`config.mk`:
```
export PLATFORM = sky130hd
export DESIGN_NAME = txwords_mux
export DESIGN_NICKNAME = d
export VERILOG_FILES = /design/src/rtl/txwords_mux.sv
export SDC_FILE = /design/constraint.sdc
export NUM_CORES = 1
export LEC_CHECK = 0
export CAP_MARGIN = 20
export CORE_MARGIN = 2
export CORE_UTILIZATION = 35
export DETAILED_ROUTE_END_ITERATION = 7
export PLACE_DENSITY = 0.53
export REMOVE_ABC_BUFFERS = 1
export SKIP_CTS_REPAIR_TIMING = 1
export SYNTH_ARGS = -nofsm -noshare
export SYNTH_HDL_FRONTEND = slang
export SYNTH_SLANG_ARGS = --single-unit
```
`constraint.sdc`:
```
create_clock -name i_clk -period 3.5 [get_ports i_clk]
set_input_delay 0.35 -clock i_clk [delete_from_list [all_inputs] [get_ports i_clk]]
set_output_delay 0.35 -clock i_clk [all_outputs]
set_load 0.005 [all_outputs]
```
`src/rtl/txwords_mux.sv`:
```
// Round-robin multi-channel hex line formatter feeding an integrated
// 8N1 UART transmitter; one holding buffer per channel.
module txwords_mux #(
    parameter int NCH             = 4,
    parameter int DW              = 32,
    parameter int CLOCKS_PER_BAUD = 868,
    parameter int CRLF            = 1
) (
    input  logic              i_clk,
    input  logic              i_reset_n,
    input  logic [NCH-1:0]    i_stb,
    input  logic [NCH*DW-1:0] i_data,
    output logic [NCH-1:0]    o_pending,
    output logic [NCH-1:0]    o_overrun,
    output logic              o_busy,
    output logic              o_uart_tx
);
    localparam int ND  = DW / 4;
    localparam int LEN = ND + 3 + CRLF;
    localparam int PW  = (NCH > 1) ? $clog2(NCH) : 1;
    localparam int BW  = $clog2(CLOCKS_PER_BAUD);

    localparam logic [3:0]    DIG_END  = 4'(ND + 2);
    localparam logic [3:0]    LINE_END = 4'(LEN);
    localparam logic [3:0]    STOP_BIT = 4'd9;
    localparam logic [BW-1:0] BAUD_MAX = BW'(CLOCKS_PER_BAUD - 1);
    localparam logic [PW-1:0] LAST_CH  = PW'(NCH - 1);

    typedef enum logic [1:0] {
        IDLE,
        GRANT,
        CHAR,
        DONE
    } state_t;

    state_t        state;
    logic [DW-1:0] buffer [NCH];
    logic [PW-1:0] ptr;
    logic [PW-1:0] pick;
    logic [PW-1:0] chan;
    logic          found;
    logic [DW-1:0] word;
    logic          flag;
    logic [3:0]    cidx;
    logic [3:0]    bidx;
    logic [BW-1:0] cnt;
    logic [9:0]    frame;
    logic [7:0]    next_char;
    logic          grant;
    logic          bit_end;
    logic          load;
    logic          line_end;

    assign o_uart_tx = frame[0];

    // First pending channel at or after the pointer, wrapping.
    always_comb begin
        int j;
        found = 1'b0;
        pick  = '0;
        j     = 0;
        for (int i = 0; i < NCH; i++) begin
            j = int'(ptr) + i;
            if (j >= NCH)
                j = j - NCH;
            if (!found && o_pending[PW'(j)]) begin
                found = 1'b1;
                pick  = PW'(j);
            end
        end
    end

    assign grant    = ((state == IDLE) || (state == DONE)) && found;
    assign bit_end  = (state == CHAR) && (cnt == '0);
    assign line_end = bit_end && (bidx == STOP_BIT) &&
                      (cidx == LINE_END);
    assign load     = (state == GRANT) ||
                      (bit_end && (bidx == STOP_BIT) &&
                       (cidx != LINE_END));

    function automatic logic [7:0] hex_char(input logic [3:0] n);
        return (n < 4'd10) ? (8'h30 + {4'h0, n})
                           : (8'h57 + {4'h0, n});
    endfunction

    // cidx names the character that the next load will put on the wire.
    always_comb begin
        next_char = 8'h0a;
        if (cidx == 4'd0)
            next_char = hex_char(4'(chan));
        else if (cidx == 4'd1)
            next_char = flag ? 8'h21 : 8'h3a;
        else if (cidx < DIG_END)
            next_char = hex_char(word[DW-1 -: 4]);
        else if ((CRLF != 0) && (cidx == DIG_END))
            next_char = 8'h0d;
    end

    always_ff @(posedge i_clk or negedge i_reset_n) begin
        if (!i_reset_n) begin
            state     <= IDLE;
            ptr       <= '0;
            chan      <= '0;
            word      <= '0;
            flag      <= 1'b0;
            cidx      <= '0;
            bidx      <= '0;
            cnt       <= '0;
            frame     <= '1;
            o_busy    <= 1'b0;
            o_pending <= '0;
            o_overrun <= '0;
            for (int k = 0; k < NCH; k++)
                buffer[k] <= '0;
        end else begin
            unique case (state)
                IDLE, DONE: begin
                    state <= grant ? GRANT : IDLE;
                    if (grant) begin
                        word            <= buffer[pick];
                        chan            <= pick;
                        flag            <= o_overrun[pick];
                        o_overrun[pick] <= 1'b0;
                        o_pending[pick] <= 1'b0;
                        o_busy          <= 1'b1;
                        cidx            <= '0;
                        ptr             <= (pick == LAST_CH) ? '0
                                           : pick + PW'(1);
                    end
                end
                GRANT: begin
                    state <= CHAR;
                end
                CHAR: begin
                    if (line_end) begin
                        state  <= DONE;
                        o_busy <= 1'b0;
                    end
                end
                default: begin
                    state <= IDLE;
                end
            endcase

            // Serialiser: frame shifts right, ones fill behind the stop bit.
            if (load) begin
                frame <= {1'b1, next_char, 1'b0};
                cidx  <= cidx + 4'd1;
                bidx  <= '0;
                cnt   <= BAUD_MAX;
                if ((cidx >= 4'd2) && (cidx < DIG_END))
                    word <= word << 4;
            end else if (bit_end) begin
                cnt <= BAUD_MAX;
                if (bidx != STOP_BIT) begin
                    frame <= {1'b1, frame[9:1]};
                    bidx  <= bidx + 4'd1;
                end
            end else if (state == CHAR) begin
                cnt <= cnt - BW'(1);
            end

            // Capture runs last so a strobe wins over the grant clear.
            for (int k = 0; k < NCH; k++) begin
                if (i_stb[k]) begin
                    buffer[k]    <= i_data[k*DW +: DW];
                    o_pending[k] <= 1'b1;
                    if (o_pending[k] && !(grant && (pick == PW'(k))))
                        o_overrun[k] <= 1'b1;
                end
            end
        end
    end

endmodule

```
---- Word-level counts from Yosys, hierarchy flattened ----
Cells that the tools add are included.
storage, ports and cells
  register bits ........................... 204
  input port bits ......................... 134
  output and inout port bits .............. 10
  logic and storage cells ................. 198
operators by class
  add/sub/neg operators ................... 15
  $lt $le $gt $ge ......................... 15
  equal/unequal tests ..................... 14
  mux-type cells .......................... 77
  bitwise operators ....................... 4
  reductions and logical operators ........ 54
operator list
  operator                                                  count
  two-way mux 32 bit                                        6
  binary-select mux 32 bit (select 2 bit)                   1
  two-way mux 10 bit                                        6
  two-way mux 4 bit                                         10
  two-way mux 8 bit                                         5
  two-way mux 1 bit                                         29
  nonzero test 2 bit                                        13
  < comparator 2 x 4 -> 1 bit, second input constant        5
  two-way mux 2 bit                                         10
  logical AND 1 bit                                         18
  AND reduction 2 bit                                       7
  == test 4 bit, second input constant                      3
  greater-or-equal comparator 3 bit, second input constant  4
  binary-select mux 1 bit (select 2 bit)                    5
  zero test 10 bit                                          1
  subtractor 10 x 1 -> 10 bit, second input constant        1
  adder 4 x 1 -> 4 bit, second input constant               2
  adder 7 x 2 -> 8 bit, first input constant                1
  adder 7 x 4 -> 8 bit, first input constant                1
  bitwise AND 4 bit                                         2
  == test 2 bit, second input constant                      4
  < comparator 4 bit, second input constant                 2
  inequality test 4 bit, second input constant              2
  subtractor 2 x 1 -> 2 bit, second input constant          4
  other kinds (26)                                          37

---- Depth between registers and ports, before layout ----
Gate-level depths: netlist of the first run.
  depth after elaboration ................. 25
  gate-level depth with buffers ........... 11
  gate-level depth less buffers ........... 8

---- Least setup slack after synthesis of the first run ----
Ideal clock, no wire load.
  path type ............................... flip-flop to flip-flop
  start point ............................. reg cnt[0]
  end point ............................... reg word[26]
  setup time .............................. 0.127 ns
  data arrival time ....................... 1.951 ns
  required time ........................... 3.373 ns
  path slack .............................. 1.422 ns
  cell stages (with the launch flop) ...... 12
  path buffers ............................ 3
  clock period less this slack ............ 2.078 ns
  cells stage by stage .................... dfrtp_1 > inv_1 > ha_1 > nor4b_4 > and4b_1 > buf_4 > a31o_4 > nand3_1 > buf_2 > buf_2 > nor2_1 > a21oi_1
between the ends
  word-level cells in the longest chain between the ends .. 6
RTL lines
  what                             line  RTL
  start, declared                  46    logic [BW-1:0] cnt;
  start signal, assigned           160   cnt <= cnt - BW'(1);
  zero test 10 bit                 74    assign bit_end = (state == CHAR) && (cnt == '0);
  logical AND 1 bit                74
  logical AND 1 bit (2 in series)  78    (bit_end && (bidx == STOP_BIT) &&
  logical OR 1 bit                 77    assign load = (state == GRANT) ||
  two-way mux 32 bit               146   if (load) begin
  end signal, assigned             120   word <= buffer[pick];
  end signal, assigned             152   word <= word << 4;
  end, declared                    42    logic [DW-1:0] word;
Every way passes these cells.
A chain may end at the register's enable or synchronous reset.

---- Final worst setup path of the first run ----
  start point ............................. reg cnt[0]
  end point ............................... reg word[8]
Same word-level chain as after synthesis.

==> flow_metrics.env, run 1 <==
export IMPL_hold_violations=0
export IMPL_ys_types=54
export IMPL_ys_seq_elements=203
export IMPL_synth_xor_area_share_pct=0.182
export IMPL_outcome="completed"
export IMPL_hold_ws_ps=424
export IMPL_drt_iter0_markers=343
export IMPL_cellLeakagePower_uw=0.00504
export IMPL_clock_fmax_ghz=0.403
export IMPL_yosys_warnings=0
export IMPL_criticalPathCategory="flip-flop to flip-flop"
export IMPL_die_w_um=170
export IMPL_cp_max_fo=29
export IMPL_track_usage_pct=17.1
export IMPL_grt_pass1_wl_um=38900
export IMPL_diodes=0
export IMPL_ant_nets=0
export IMPL_synth_area_mux_share_pct=24.5
export IMPL_post_route_drc_count=0
export IMPL_synthSimpleGateAreaFrac_pct=7.07
export IMPL_die_h_um=170
export IMPL_synth_top_family_by_area="multiplexers"
export IMPL_cp_start_kind="flip-flop"
export IMPL_p_per_area_mw_per_mm2=835
export IMPL_synth_area_mm2=0.00961
export IMPL_setup_viol=0
export IMPL_wl_um=24000
export IMPL_syn_area_per_cell_um2=12.1
export IMPL_vias=6524
export IMPL_start_util_pct=35.7
export IMPL_fin_setup_tns_ps=0
export IMPL_synthFlopType="dfrtp_1"
export IMPL_fin_util_pct=45.1
export IMPL_nets=1075
export IMPL_firstDrtPassIters=4
export IMPL_htreeDepth=1
export IMPL_placed_cells=1241
export IMPL_synth_compound_area_share_pct=10.2
export IMPL_synth_edf_count=0
export IMPL_synthAdderAreaFrac_pct=1.82
export IMPL_cts_sinks=203
export IMPL_port_buffers=143
export IMPL_p_total_uw=10100
export IMPL_gp_congestion=0.778
export IMPL_ir_worst_vdd_mv=0.476
export IMPL_grt_start_max_net_pins=88
export IMPL_synth_cells=792
export IMPL_maxCapViolations=0
export IMPL_hp_class="input pin to flip-flop"
export IMPL_cts_clk_slew_worst_paths_ps=60
export IMPL_cts_root_buf="clkbuf_16"
export IMPL_core_area_mm2=0.0270
export IMPL_worst_slew_pin_slew_ps=1070
export IMPL_syn2layout_area_growth_pct=26.4
export IMPL_viasPerCell=5.08
export IMPL_die_area_mm2=0.0288
export IMPL_synthArstFlopShare_pct=100
export IMPL_worst_ep_arrival_time_ps=2890
export IMPL_post_drt_wl_per_cell_um=18.6
export IMPL_cts_buffers=24
export IMPL_fin_crit_sh_pct=70.9
export IMPL_dp_hpwl_um=16000
export IMPL_grt_setup_unrepaired="no"
export IMPL_io_pins=144
export IMPL_layout_commonest_cell="dfrtp_1"
export IMPL_drive_gt1_share_pct=27.5
export IMPL_clock_skew_ps=21.5
export IMPL_seq_area_frac_synth_pct=53.0
export IMPL_cts_path_max_buffers=3
export IMPL_cp_required_ps=3910
export IMPL_antenna_found_initial=0
export IMPL_period_minus_slack_ps=2480
export IMPL_tritoncts="yes"
export IMPL_clock_latency_ps=540
export IMPL_final_cell_mix="194 x dfrtp_1, 170 x mux2_2, 138 x clkdlybuf4s50_1, 70 x a21oi_1, 47 x nand2_1"
export IMPL_grt_pass1_vias=6989
export IMPL_rows=60
export IMPL_slew_viol_final=0
export IMPL_relSlewSlack_pct=28.4
export IMPL_grt_overflow_total=0
export IMPL_critPathCaptureType="flip-flop"
export IMPL_stdcell_count=1285
-- layout make-up --
type                    instances  area [µm²]
clock buffers                  34         708
clock inverters                 9         103
fillers                      2547       14800
inverters                      15        56.3
multi-input cells             525        4210
flip-flops and latches        203        5090
well taps                     341         427
repair buffers                158        1560
-- report_power, final --
| part | switching (µW) | internal (µW) |
|---|---|---|
| registers | 379 | 2920 |
| clock network | 1040 | 1490 |
| logic | 2290 | 2030 |
-- metrics by stage --
| step | setup slack, ps | area, µm² |
|---|---|---|
| floorplan | 496 | 9350 |
| global placement | 1080 | 11300 |
| detailed placement | 1030 | 11300 |
| CTS | 1000 | 12100 |
| global route | 768 | 12200 |
| finish | 1020 | 12200 |
-- Yosys cell counts, drive strengths merged (5+ instances only) --
library cell,number,area (µm²)
a22oi,23,173
nor2,39,154
mux2i,24,240
o31ai,5,37.5
buf,28,179
a21oi,70,350
ha,14,175
dfrtp,194,4850
a31oi,8,50.1
a21o,7,52.6
nand2,48,183
nand3,21,105
nor3,6,41.3
mux2,184,2110
inv,15,56.3
o211ai,10,75.1
o21ai,26,130
clkbuf,21,78.8
dfstp,9,236
nor2b,5,31.3
-- flip-flops by register name, indices dropped and copies added (netlist names) --
register / count
ptr: 2
o_overrun: 4
word: 32
o_busy: 1
buffer: 128
frame: 9
cnt: 10
o_pending: 4
flag: 1
chan: 2
cidx: 4
bidx: 4
state: 2
-- kinds of logic after synthesis --
group	Yosys count
compound gates	162
xor+xnor	2
fa+ha+maj	14
buf+inv	64
flops	203
mux	208
simple gates	139
-- routing by layer --
layer / GRT usage [%] / share of wire (%)
met3: 2.47 / 4.2
met4: 2.94 / 1.4
met1: 24.1 / 46
met2: 28.5 / 48
met5: 0 / 0
-- final timing paths --
check	startpoint	end	slack, ps	cells after the start
hold reg to reg	frame[4]$_DFFE_PN1P_	frame[4]$_DFFE_PN1P_	460	2
setup reg to reg	cnt[0]$_DFFE_PN0P_	word[8]$_DFF_PN0_	1020	9
hold / removal	i_data[17]	buffer[113]$_DFFE_PN0P_	420	2
min in group asynchronous	i_reset_n	buffer[28]$_DFFE_PN0P_	470	2
max in group asynchronous	i_reset_n	frame[0]$_DFFE_PN1P_	2120	3
setup / recovery	cnt[0]$_DFFE_PN0P_	word[8]$_DFF_PN0_	1020	9
-- critical path, cell delays in order (launching register included) --
cell      delay, ps
dfrtp_1         400
inv_1            60
ha_1            190
nor4b_4         320
and4b_1         350
a31o_4          280
nand3_1         100
buf_4           270
nand2_2         230
o211ai_1        140
Power figures use the tool's default switching activity.
==> inputs of run 2 (changes only) <==
Clock period 3.5 ns to 2.56 ns, I/O delays scaled along.
==> flow_metrics.env, run 2 (synthesis gave the netlist of run 1 again) <==
export IMPL_outcome="completed"
export IMPL_syn2layout_area_growth_pct=27.8
export IMPL_crit_chain="inv_1 -> ha_1 -> nor4b_4 -> and4b_1 -> a31o_4 -> buf_4 -> and3_1 -> buf_12 -> a21oi_1 -> a31oi_1"
export IMPL_nets=1089
export IMPL_slew_viol_final=0
export IMPL_cts_root_buf="clkbuf_16"
export IMPL_antenna_found_initial=1
export IMPL_track_usage_pct=17.2
export IMPL_clock_fmax_ghz=0.421
export IMPL_rows=60
export IMPL_clock_latency_ps=530
export IMPL_cp_start_kind="flip-flop"
export IMPL_cellLeakagePower_uw=0.00511
export IMPL_final_cell_mix="194 x dfrtp_1, 170 x mux2_2, 138 x clkdlybuf4s50_1, 70 x a21oi_1, 47 x nand2_1"
export IMPL_dr_wl_met2_um=11300
export IMPL_viasPerCell=5.13
export IMPL_worst_slew_pin_slew_ps=626
export IMPL_die_area_mm2=0.0288
export IMPL_routedLengthMet1_um=11500
export IMPL_start_util_pct=35.7
export IMPL_core_area_mm2=0.0270
export IMPL_dp_hpwl_um=16400
export IMPL_post_drt_wl_per_cell_um=18.6
export IMPL_hp_class="input pin to flip-flop"
export IMPL_die_w_um=170
export IMPL_dr_wl_met3_um=1090
export IMPL_stdcell_count=1299
export IMPL_worst_slack_ps=182
export IMPL_crit_family="simple AND/OR/NAND/NOR gates"
export IMPL_tritoncts="yes"
export IMPL_top_layer="met5"
export IMPL_grt_start_max_net_pins=74
export IMPL_htreeDepth=1
export IMPL_cpMaxStageDelayCell="dfrtp_1"
export IMPL_fin_area_mm2=0.0123
export IMPL_p_per_area_mw_per_mm2=1150
export IMPL_fin_crit_sh_pct=92.9
export IMPL_hold_ws_ps=193
export IMPL_setup_viol=0
export IMPL_min_delay_start="i_stb[2]"
export IMPL_largest_reg_flops=128
export IMPL_wl_um=24200
export IMPL_regMostFlops="buffer"
export IMPL_ir_worst_vdd_mv=0.584
export IMPL_cts_path_max_buffers=3
export IMPL_cp_required_ps=2990
export IMPL_startpoint="cnt[0]$_DFFE_PN0P_"
export IMPL_clock_skew_ps=29.1
export IMPL_cts_sinks=203
export IMPL_vias=6670
export IMPL_dpl_worst_slack_ps=208
export IMPL_io_pins=144
export IMPL_maxCapViolations=0
export IMPL_period_minus_slack_ps=2380
export IMPL_worst_ep_arrival_time_ps=2810
export IMPL_grt_pass1_wl_um=39100
export IMPL_cts_buffers=24
export IMPL_crit_buf_inv=3
export IMPL_cp_max_fo=32
export IMPL_port_buffers=143
export IMPL_diodes=0
export IMPL_placed_cells=1255
export IMPL_gp_congestion=0.801
export IMPL_cts_clk_slew_worst_paths_ps=60
export IMPL_die_h_um=170
export IMPL_grt_pass1_vias=7011
export IMPL_ant_nets=0
export IMPL_grt_overflow_total=0
export IMPL_r2r_start="cnt[0]$_DFFE_PN0P_"
export IMPL_largestRegisters="buffer: 128 flops, word: 32 flops, cnt: 10 flops"
export IMPL_max_stage_delay_ps=400
export IMPL_firstDrtPassIters=4
export IMPL_drive_gt1_share_pct=28.2
export IMPL_drt_iter0_markers=372
export IMPL_criticalPathCategory="flip-flop to flip-flop"
export IMPL_layout_commonest_cell="dfrtp_1"
export IMPL_place_area_mm2=0.0115
export IMPL_critPathCaptureType="flip-flop"
export IMPL_relSlewSlack_pct=58.3
export IMPL_grt_setup_unrepaired="no"
export IMPL_fin_setup_tns_ps=0
export IMPL_post_route_drc_count=0
export IMPL_hold_violations=0
[run 2: worst paths after layout]
kind | endpoint | slack (ps) | cells past startpoint
worst max-delay path | word[28]$_DFF_PN0_ | 180 | 10
worst min register to register | frame[8]$_DFFE_PN1P_ | 460 | 2
min in group asynchronous | buffer[124]$_DFFE_PN0P_ | 330 | 2
max in group asynchronous | frame[1]$_DFFE_PN1P_ | 1420 | 3
worst max register to register | word[28]$_DFF_PN0_ | 180 | 10
worst min-delay path | o_pending[2]$_DFFE_PN0P_ | 190 | 2
[run 2: area by class of cell]
type | instances | area, µm²
Fill cell | 2456 | 14700
Sequential cell | 203 | 5090
Multi-Input combinational cell | 525 | 4210
Timing Repair Buffer | 172 | 1710
Clock buffer | 37 | 709
Tap cell | 341 | 427
Clock inverter | 6 | 80.1
Inverter | 15 | 56.3
[run 2: worst register-to-register path, cell delays in order (launching register included)]
cell     delay [ps]
dfrtp_1         400
inv_1            60
ha_1            210
nor4b_4         240
and4b_1         340
a31o_4          180
buf_4           190
and3_1          230
buf_12          200
a21oi_1          90
a31oi_1         170
[run 2: layer usage]
layer  vias up  GRT usage, %
met4         2          2.75
li1       3147             -
met5         -             0
met2       130          28.2
met1      3362          24.1
met3        29          3.36
[run 2: per-stage QoR]
stage	total power [µW]	util [%]
2_1_floorplan	8520	-
3_3_place_gp	10800	42.6
3_5_place_dp	10800	42.6
4_1_cts	14200	45.5
5_1_grt	15000	45.6
6_report	14100	45.6
[run 2: power by group]
group / switching, µW / leakage, µW / internal (µW)
clock network: 1360 / 0.000388 / 2010
registers: 524 / 0.00237 / 4000
logic: 3240 / 0.00235 / 2950
==> inputs of run 3 (changes only) <==
Settings changed: CORE_ASPECT_RATIO set to 1.25.
==> flow_metrics.env, run 3 (synthesis gave the netlist of run 1 again) <==
export IMPL_p_clk_share_pct=24.1
export IMPL_start_util_pct=35.7
export IMPL_cpMaxStageDelayCell="dfrtp_1"
export IMPL_track_usage_pct=17.2
export IMPL_hp_class="input pin to flip-flop"
export IMPL_reg2regPathDepth=9
export IMPL_dr_wl_met3_um=909
export IMPL_p_per_area_mw_per_mm2=1130
export IMPL_nets=1087
export IMPL_grt_start_max_net_pins=64
export IMPL_setup_viol=0
export IMPL_max_stage_delay_ps=400
export IMPL_switching_share_pct=36.5
export IMPL_port_buffers=143
export IMPL_firstDrtPassIters=4
export IMPL_tritoncts="yes"
export IMPL_crit_chain="inv_1 -> ha_1 -> nor4b_4 -> and4b_1 -> a31o_4 -> and3_1 -> buf_12 -> a21oi_1 -> a31oi_1"
export IMPL_ir_worst_vdd_mv=0.856
export IMPL_rows=67
export IMPL_die_h_um=189
export IMPL_cts_path_max_buffers=3
export IMPL_grt_pass1_wl_um=39600
export IMPL_cp_required_ps=2990
export IMPL_grt_setup_unrepaired="no"
export IMPL_fin_crit_sh_pct=87.2
export IMPL_cp_start_kind="flip-flop"
export IMPL_dr_wl_met2_um=12700
export IMPL_r2r_slack_ps=330
export IMPL_clock_latency_ps=510
export IMPL_p_int_uw=8820
export IMPL_relSlewSlack_pct=32.9
export IMPL_htreeDepth=1
export IMPL_top_layer="met4"
export IMPL_dp_hpwl_um=17000
export IMPL_die_w_um=152
export IMPL_clock_skew_ps=14.5
export IMPL_grt_overflow_total=0
export IMPL_p_comb_share_pct=43.3
export IMPL_switching_power_uw=5070
export IMPL_regMostFlops="buffer"
export IMPL_criticalPathCategory="flip-flop to flip-flop"
export IMPL_io_pins=144
export IMPL_cts_buffers=24
export IMPL_worst_slew_pin_slew_ps=1010
export IMPL_hold_depth=3
export IMPL_cp_depth=9
export IMPL_drt_iter0_markers=255
export IMPL_wl_um=24800
export IMPL_drive_gt1_share_pct=27.9
export IMPL_syn2layout_area_growth_pct=27.6
export IMPL_ant_nets=0
export IMPL_die_area_mm2=0.0288
export IMPL_antenna_found_initial=0
export IMPL_crit_family="simple AND/OR/NAND/NOR gates"
export IMPL_critPathCaptureType="flip-flop"
export IMPL_period_minus_slack_ps=2230
export IMPL_dpl_worst_slack_ps=311
export IMPL_core_area_mm2=0.0269
export IMPL_diodes=0
export IMPL_hold_violations=0
export IMPL_clock_fmax_ghz=0.448
export IMPL_cellLeakagePower_uw=0.00508
export IMPL_cts_sinks=203
export IMPL_maxCapViolations=0
export IMPL_grt_pass1_vias=7104
export IMPL_post_drt_wl_per_cell_um=19.0
export IMPL_worst_ep_arrival_time_ps=2660
export IMPL_outcome="completed"
export IMPL_routedLengthMet1_um=10800
export IMPL_crit_buf_inv=2
export IMPL_gp_congestion=0.779
export IMPL_post_route_drc_count=0
export IMPL_cts_clk_slew_worst_paths_ps=60
export IMPL_p_total_uw=13900
export IMPL_viasPerCell=5.12
export IMPL_slew_viol_final=0
export IMPL_power_frac_seq_pct=32.6
export IMPL_cp_max_fo=32
export IMPL_largestRegisters="buffer: 128 flops, word: 32 flops, cnt: 10 flops"
export IMPL_layout_commonest_cell="dfrtp_1"
export IMPL_final_cell_mix="194 x dfrtp_1, 170 x mux2_2, 138 x clkdlybuf4s50_1, 70 x a21oi_1, 47 x nand2_1"
export IMPL_worst_slack_ps=327
export IMPL_largest_reg_flops=128
export IMPL_cts_root_buf="clkbuf_16"
export IMPL_vias=6660
==> run 3: worst min-delay path, delay by kind of cell <==
family	cells	cell delay, ps
AO/OA/AOI/OAI	1	110
buffers and inverters	2	340
==> run 3: power by group through the flow <==
stage	clock [µW]	combinational, µW	sequential (µW)
finish	3350	6010	4530
global route	3590	6640	4620
floorplan	0	4120	4400
detailed placement	0	6120	4580
global placement	0	6030	4570
CTS	3440	6140	4530
==> run 3: stage by stage <==
stage                     util (%)  TNS, ps  cells  instance area (µm²)  hold slack [ps]
after detailed placement      42.7        0   1257                11500              305
after global routing          45.6        0   1300                12300              271
after global placement        42.7        0   1257                11500              302
after CTS                     45.5        0   1299                12300             -241
after floorplan                  -    -8590    743                 9350            -39.6
final                         45.6        0   1300                12300              259
==> run 3: worst paths after layout <==
check	to	from
max in group asynchronous	cnt[0]$_DFFE_PN0P_	i_reset_n
worst max-delay path	word[28]$_DFF_PN0_	cnt[0]$_DFFE_PN0P_
worst min register to register	frame[4]$_DFFE_PN1P_	frame[4]$_DFFE_PN1P_
worst max register to register	word[28]$_DFF_PN0_	cnt[0]$_DFFE_PN0P_
worst min-delay path	o_pending[0]$_DFFE_PN0P_	i_stb[0]
min in group asynchronous	buffer[62]$_DFFE_PN0P_	i_reset_n
==> run 3: final cells by class <==
| type | count | area (µm²) |
|---|---|---|
| clock buffers | 37 | 711 |
| clock inverters | 5 | 56.3 |
| fillers | 2514 | 14600 |
| inverters | 15 | 56.3 |
| multi-input cells | 525 | 4210 |
| flip-flops and latches | 203 | 5090 |
| well taps | 345 | 432 |
| repair buffers | 170 | 1710 |
==> run 3: per-layer routing <==
layer	GRT usage [%]	vias to the layer above
li1	-	3149
met2	30.8	118
met5	0	-
met3	2.88	29
met4	3.45	0
met1	22.0	3364
